File: src/rtl/jt51_pg_pkg.sv
// Shared definitions for the JT51 phase-generator slot controller: field codes,
// per-field widths, slot count and pipeline stage offsets.
package jt51_pg_pkg;

    localparam int SLOT_N  = 32;
    localparam int STG_II  = 1;
    localparam int STG_III = 2;
    localparam int STG_VI  = 5;

    localparam int KC_W  = 7;
    localparam int KF_W  = 6;
    localparam int DT1_W = 3;
    localparam int MUL_W = 4;
    localparam int DT2_W = 2;
    localparam int PMS_W = 3;

    localparam logic [2:0] FLD_KC     = 3'd0;
    localparam logic [2:0] FLD_KF     = 3'd1;
    localparam logic [2:0] FLD_DT1MUL = 3'd2;
    localparam logic [2:0] FLD_DT2    = 3'd3;
    localparam logic [2:0] FLD_PMS    = 3'd4;

    typedef struct packed {
        logic [KC_W-1:0]  kc;
        logic [KF_W-1:0]  kf;
        logic [DT1_W-1:0] dt1;
        logic [MUL_W-1:0] mul;
        logic [DT2_W-1:0] dt2;
        logic [PMS_W-1:0] pms;
    } pg_param_t;

    // Packs one stored field into the 7-bit write/read data layout.
    function automatic logic [6:0] pg_field_read(input pg_param_t p, input logic [2:0] f);
        logic [6:0] v;
        v = 7'd0;
        case (f)
            FLD_KC:     v = p.kc;
            FLD_KF:     v = {1'b0, p.kf};
            FLD_DT1MUL: v = {p.dt1, p.mul};
            FLD_DT2:    v = {5'd0, p.dt2};
            FLD_PMS:    v = {4'd0, p.pms};
            default:    v = 7'd0;
        endcase
        return v;
    endfunction

endpackage

File: src/rtl/jt51_sh.sv
// Clock-enabled shift register used to align per-slot values to later PG stages.
module jt51_sh #(
    parameter int width  = 5,
    parameter int stages = 2
) (
    input  logic             clk,
    input  logic             rst_n,
    input  logic             cen,
    input  logic [width-1:0] din,
    output logic [width-1:0] drop
);

    logic [width-1:0] bits_r [0:stages-1];

    // Shift chain, cleared asynchronously so no stale value leaks past reset.
    always_ff @(posedge clk or negedge rst_n) begin
        if (!rst_n) begin
            for (int i = 0; i < stages; i++) bits_r[i] <= '0;
        end else if (cen) begin
            bits_r[0] <= din;
            for (int i = 1; i < stages; i++) bits_r[i] <= bits_r[i-1];
        end
    end

    assign drop = bits_r[stages-1];

endmodule

File: src/rtl/jt51_pg_slot_ctrl.sv
// JT51 PG slot controller: slot sequencing, per-slot parameter store and key-on reset pulses.
// Optional readback port enabled by defining JT51_PGCTL_READBACK_EN.
module jt51_pg_slot_ctrl
    import jt51_pg_pkg::*;
#(
    parameter int PG_RST_ROUNDS = 1
) (
    input  logic       clk,
    input  logic       rst_n,
    input  logic       cen,
    input  logic       wr_valid,
    output logic       wr_ready,
    input  logic [4:0] wr_slot,
    input  logic [2:0] wr_field,
    input  logic [6:0] wr_data,
    input  logic       keyon_req,
    input  logic [4:0] keyon_slot,
    output logic       zero,
    output logic [4:0] slot_I,
    output logic [6:0] kc_I,
    output logic [5:0] kf_I,
    output logic [1:0] dt2_I,
    output logic [2:0] pms_I,
    output logic [2:0] dt1_II,
    output logic [3:0] mul_VI,
    output logic       pg_rst_III
`ifdef JT51_PGCTL_READBACK_EN
    ,
    input  logic [4:0] rd_slot,
    input  logic [2:0] rd_field,
    output logic [6:0] rd_data
`endif
);

    localparam logic [1:0] ROUNDS    = 2'(PG_RST_ROUNDS);
    localparam logic [1:0] ROUNDS_M1 = 2'(PG_RST_ROUNDS - 1);

    logic [4:0]       cnt_r;
    pg_param_t        store_r [0:SLOT_N-1];
    logic [1:0]       pend_r  [0:SLOT_N-1];
    logic [DT1_W-1:0] dt1_I_r;
    logic [MUL_W-1:0] mul_I_r;
    logic             pg_rst_I_r;
    pg_param_t        cur_s;
    logic             wr_en_s;

    assign cur_s    = store_r[cnt_r];
    assign wr_ready = rst_n & cen & (wr_slot != cnt_r);
    assign wr_en_s  = wr_valid & wr_ready;

    // Parameter store writes; the slot being read this cycle is never written.
    always_ff @(posedge clk or negedge rst_n) begin
        if (!rst_n) begin
            for (int i = 0; i < SLOT_N; i++) store_r[i] <= '0;
        end else if (wr_en_s) begin
            case (wr_field)
                FLD_KC:     store_r[wr_slot].kc <= wr_data[6:0];
                FLD_KF:     store_r[wr_slot].kf <= wr_data[5:0];
                FLD_DT1MUL: {store_r[wr_slot].dt1, store_r[wr_slot].mul} <= wr_data[6:0];
                FLD_DT2:    store_r[wr_slot].dt2 <= wr_data[1:0];
                FLD_PMS:    store_r[wr_slot].pms <= wr_data[2:0];
                default:    ;
            endcase
        end
    end

    // Slot counter and stage-I parameter registers.
    always_ff @(posedge clk or negedge rst_n) begin
        if (!rst_n) begin
            cnt_r   <= 5'd0;
            slot_I  <= 5'd0;
            zero    <= 1'b0;
            kc_I    <= 7'd0;
            kf_I    <= 6'd0;
            dt2_I   <= 2'd0;
            pms_I   <= 3'd0;
            dt1_I_r <= 3'd0;
            mul_I_r <= 4'd0;
        end else if (cen) begin
            cnt_r   <= cnt_r + 5'd1;
            slot_I  <= cnt_r;
            zero    <= (cnt_r == 5'd0);
            kc_I    <= cur_s.kc;
            kf_I    <= cur_s.kf;
            dt2_I   <= cur_s.dt2;
            pms_I   <= cur_s.pms;
            dt1_I_r <= cur_s.dt1;
            mul_I_r <= cur_s.mul;
        end
    end

    // Key-on bookkeeping: a key-on on the slot being read fires now and reloads the rest.
    always_ff @(posedge clk or negedge rst_n) begin
        if (!rst_n) begin
            for (int i = 0; i < SLOT_N; i++) pend_r[i] <= 2'd0;
            pg_rst_I_r <= 1'b0;
        end else if (cen) begin
            if (keyon_req && (keyon_slot == cnt_r)) begin
                pg_rst_I_r    <= 1'b1;
                pend_r[cnt_r] <= ROUNDS_M1;
            end else begin
                pg_rst_I_r <= (pend_r[cnt_r] != 2'd0);
                if (pend_r[cnt_r] != 2'd0) pend_r[cnt_r] <= pend_r[cnt_r] - 2'd1;
                if (keyon_req) pend_r[keyon_slot] <= ROUNDS;
            end
        end
    end

    jt51_sh #(.width(DT1_W), .stages(STG_II)) u_dt1_sh (
        .clk(clk), .rst_n(rst_n), .cen(cen), .din(dt1_I_r), .drop(dt1_II)
    );

    jt51_sh #(.width(1), .stages(STG_III)) u_pgrst_sh (
        .clk(clk), .rst_n(rst_n), .cen(cen), .din(pg_rst_I_r), .drop(pg_rst_III)
    );

    jt51_sh #(.width(MUL_W), .stages(STG_VI)) u_mul_sh (
        .clk(clk), .rst_n(rst_n), .cen(cen), .din(mul_I_r), .drop(mul_VI)
    );

`ifdef JT51_PGCTL_READBACK_EN
    // Registered readback, independent of cen.
    always_ff @(posedge clk or negedge rst_n) begin
        if (!rst_n) begin
            rd_data <= 7'd0;
        end else begin
            rd_data <= pg_field_read(store_r[rd_slot], rd_field);
        end
    end
`endif

endmodule

File: config.mk
export PLATFORM = sky130hd
export DESIGN_NAME = jt51_pg_slot_ctrl
export DESIGN_NICKNAME = d
export VERILOG_FILES = /design/src/rtl/jt51_pg_pkg.sv /design/src/rtl/jt51_sh.sv /design/src/rtl/jt51_pg_slot_ctrl.sv
export SDC_FILE = /design/constraint.sdc
export NUM_CORES = 2
export LEC_CHECK = 0
export CAP_MARGIN = 20
export CORE_MARGIN = 1
export CORE_UTILIZATION = 55
export DETAILED_ROUTE_END_ITERATION = 8
export GPL_ROUTABILITY_DRIVEN = 0
export PLACE_DENSITY = 0.71
export SLEW_MARGIN = 20
export SYNTH_ARGS = -nofsm -noshare
export SYNTH_HDL_FRONTEND = slang
export SYNTH_SLANG_ARGS = --single-unit
File: constraint.sdc
create_clock -name clk -period 5.3 [get_ports clk]
set_input_delay 1.06 -clock clk [delete_from_list [all_inputs] [get_ports clk]]
set_output_delay 1.06 -clock clk [all_outputs]
set_load 0.02 [all_outputs]
==> qor.txt <==
Global-route wire length before repair = 193 mm
Final Skew = 0.0241 ns
Pwr per Cell Area = 401 nW/um^2
Pins Over Slew Limit = 0
Slowest cell on crit path = clkdlybuf4s50_1
Stages on the worst setup path = 5
IR drop worst, VDD = 0.280 mV
Tot GR Track Use = 0.322
Starting Density = 0.557
Post-DRT Antenna Nets = 0
CP most frequent cell = clkdlybuf4s50_1
Total negative slack = 0 ns
Hold WC Path Type = input pin to asynchronous set/reset pin
Cell area after synthesis = 43100 sq um
MaxCap Viol Count = 0
Critical path endpoint category = primary output
Tightest Pin Transition = 1.21 ns
WP buf/inv = 2
WP data arrival = 3.48 ns
Final wirelength = 127 mm
Syn Nets = 3303
I/O Pins = 58
First-iteration detailed-routing DRC count = 3607
Critical Path Max Stage Delay = 0.64 ns
Vias in the first global route = 30500
Register clock-pin slew on the reported worst setup and hold paths = 0.06 ns
Worst setup SP type = input pin
Number of synthesized register bits = 926
Share of cells above drive strength 1 = 0.294
Clock Path Buffers = 3
Num CTS Buffers = 95
Status = finished, final reports clean
Crit Path Category = input pin to primary output
Overall power = 19.2 mW
H-tree lvl count = 3
Most common cell after layout, fill and taps aside = dfrtp_1
Synthesized area per cell = 13.2 sq um
Final #Nets = 3291
Gr ovfl total = 0
Reg2reg path depth = 9
Vias/cell = 6.91
Die Height = 282 um
Post-cts resize count = 0
Iteration count of the initial detailed-routing pass = 8
DRC = 0
Commonest cells after routing, fill and taps aside = dfrtp_1, mux2_2, o2bb2ai_1
RSZ-0062 raised after global routing = false
Initial antenna violation count = 6
Crit-path cells = clkdlybuf4s50_1, xor2_1, nor3_1, a21oi_1, clkdlybuf4s50_1
Main synth FF type = dfrtp_1
Sequential fraction of the synthesis area = 0.537
Non-Filler Instances = 4378
Async SR Flop Fraction = 1.00
Pin count of the biggest net entering global routing = 134
Post-synth EDFFs = 0
Max-slew headroom = 0.189
Final Cycle Share = 0.857
Pleak = 21.1 nW
I/O Buffers = 57
Core Rows = 102
Required time worst endpoint = 4.24 ns
Crit path max-delay family = buffers and inverters
Yosys warnings = 0
Post-Place Cells = 4203
Final hold violations = 0
Core area = 77500 sq um
Syn Inst Count = 3273
Peak Freq = 0.220 GHz
CTS tree = yes
Die area = 79500 sq um
Routed wire per std cell = 29.0 um
Post-CTS Setup Bufs = 0
Post-DP HPWL = 82.9 mm
CTS sink cnt = 926
Final setup fails = 0
Number of library cell types mapped by synthesis = 62
P&R area growth vs syn = 11.1%
Minimum clock period = 4.54 ns
Hold buffers post-CTS = 0
Die Wd = 282 um
Worst skew pair latency = 0.66 ns
Worst-path fanout max = 13
Root Driver = clkbuf_16
DR vias = 30300
==> worst register-to-register path, stage by stage, from the launching register on <==
cell and delay, ns:
dfrtp_1 0.70, buf_4 0.37, nor2b_1 0.84, a32oi_1 0.27
and4_1 0.27, ha_1 0.30, o21ai_0 0.30, nand3_1 0.45
o21ai_0 0.30, o221ai_1 0.16
==> per-layer routing <==
layer / vias to the layer above / part of all wire / GRT usage
met4: 2 / 0.039 / 0.132
li1: 12500 / - / -
met2: 1637 / 0.45 / 0.479
met3: 258 / 0.097 / 0.0660
met1: 15900 / 0.41 / 0.465
met5: - / 0.000063 / 0
==> report_power, final <==
part | switching, mW | internal (mW) | total [mW]
clock network | 2.79 | 4.06 | 6.85
registers | 0.447 | 7.45 | 7.90
logic | 2.88 | 1.58 | 4.46
total | 6.12 | 13.1 | 19.2
==> cell type report <==
| type | instances | area (sq um) |
|---|---|---|
| sequential | 926 | 23200 |
| clock buffer | 144 | 2870 |
| timing repair buffer | 153 | 1320 |
| tap | 1040 | 1300 |
| inverter | 7 | 26.3 |
| multi-input combinational | 2078 | 18900 |
| fill | 5831 | 29600 |
| antenna | 3 | 7.51 |
| clock inverter | 27 | 334 |
==> worst paths after layout <==
kind                       startpoint                         end  slack, ns
max                        wr_slot[3]                    wr_ready       0.76
min                             rst_n  asynchronous set/reset pin       0.28
max reg2reg                  cnt_r[3]                  pend_r[58]       1.19
min reg2reg                dt1_I_r[2]                  dt1_I_r[2]       0.48
max in group asynchronous       rst_n  asynchronous set/reset pin       2.23
min in group clk           dt1_I_r[2]                  dt1_I_r[2]       0.48
==> through the flow <==
step                hold WS (ns)  setup slack (ns)  cell area [sq um]  utilization
floorplan                  0.446              1.98              43100            -
global route               0.300             0.649              47900        0.618
global placement           0.462             0.774              44600        0.576
CTS                        0.280             0.818              47800        0.618
detailed placement         0.469             0.721              44600        0.576
finish                     0.279             0.759              47900        0.618
==> cells in the mapped netlist (all sizes together), types with 9 or more instances <==
library cell	n	area share
nor2b	10	0.0015
a22oi	18	0.0031
nand2b	9	0.0013
o2111ai	15	0.0030
a21oi	50	0.0058
nand3	37	0.0043
o211ai	12	0.0021
a22o	92	0.019
o221ai	38	0.0077
mux2i	107	0.025
o2bb2ai	250	0.051
nand2	177	0.015
and2	17	0.0025
mux4	159	0.083
a31oi	29	0.0042
nor2	151	0.014
mux2	510	0.13
o21ai	211	0.024
a211oi	22	0.0041
clkbuf	147	0.013
dfrtp	926	0.54
buf	115	0.013
o22ai	41	0.0059
nor3	27	0.0071
==> cells by family (layout without fill, tap and decap cells) <==
logic type / Yosys count / after routing / synth area share
flip-flops: 926 / 926 / 0.537
AO/OA/AOI/OAI: 802 / 802 / 0.135
multiplexers: 776 / 776 / 0.241
AND/OR/NAND/NOR: 480 / 480 / 0.0555
buffers and inverters: 269 / 331 / 0.0266
XOR/XNOR: 15 / 15 / 0.00305
adder cells (fa/ha/maj): 5 / 5 / 0.00145
other: 0 / 3 / 0
Note: power is estimated with default switching activity, not from simulation.
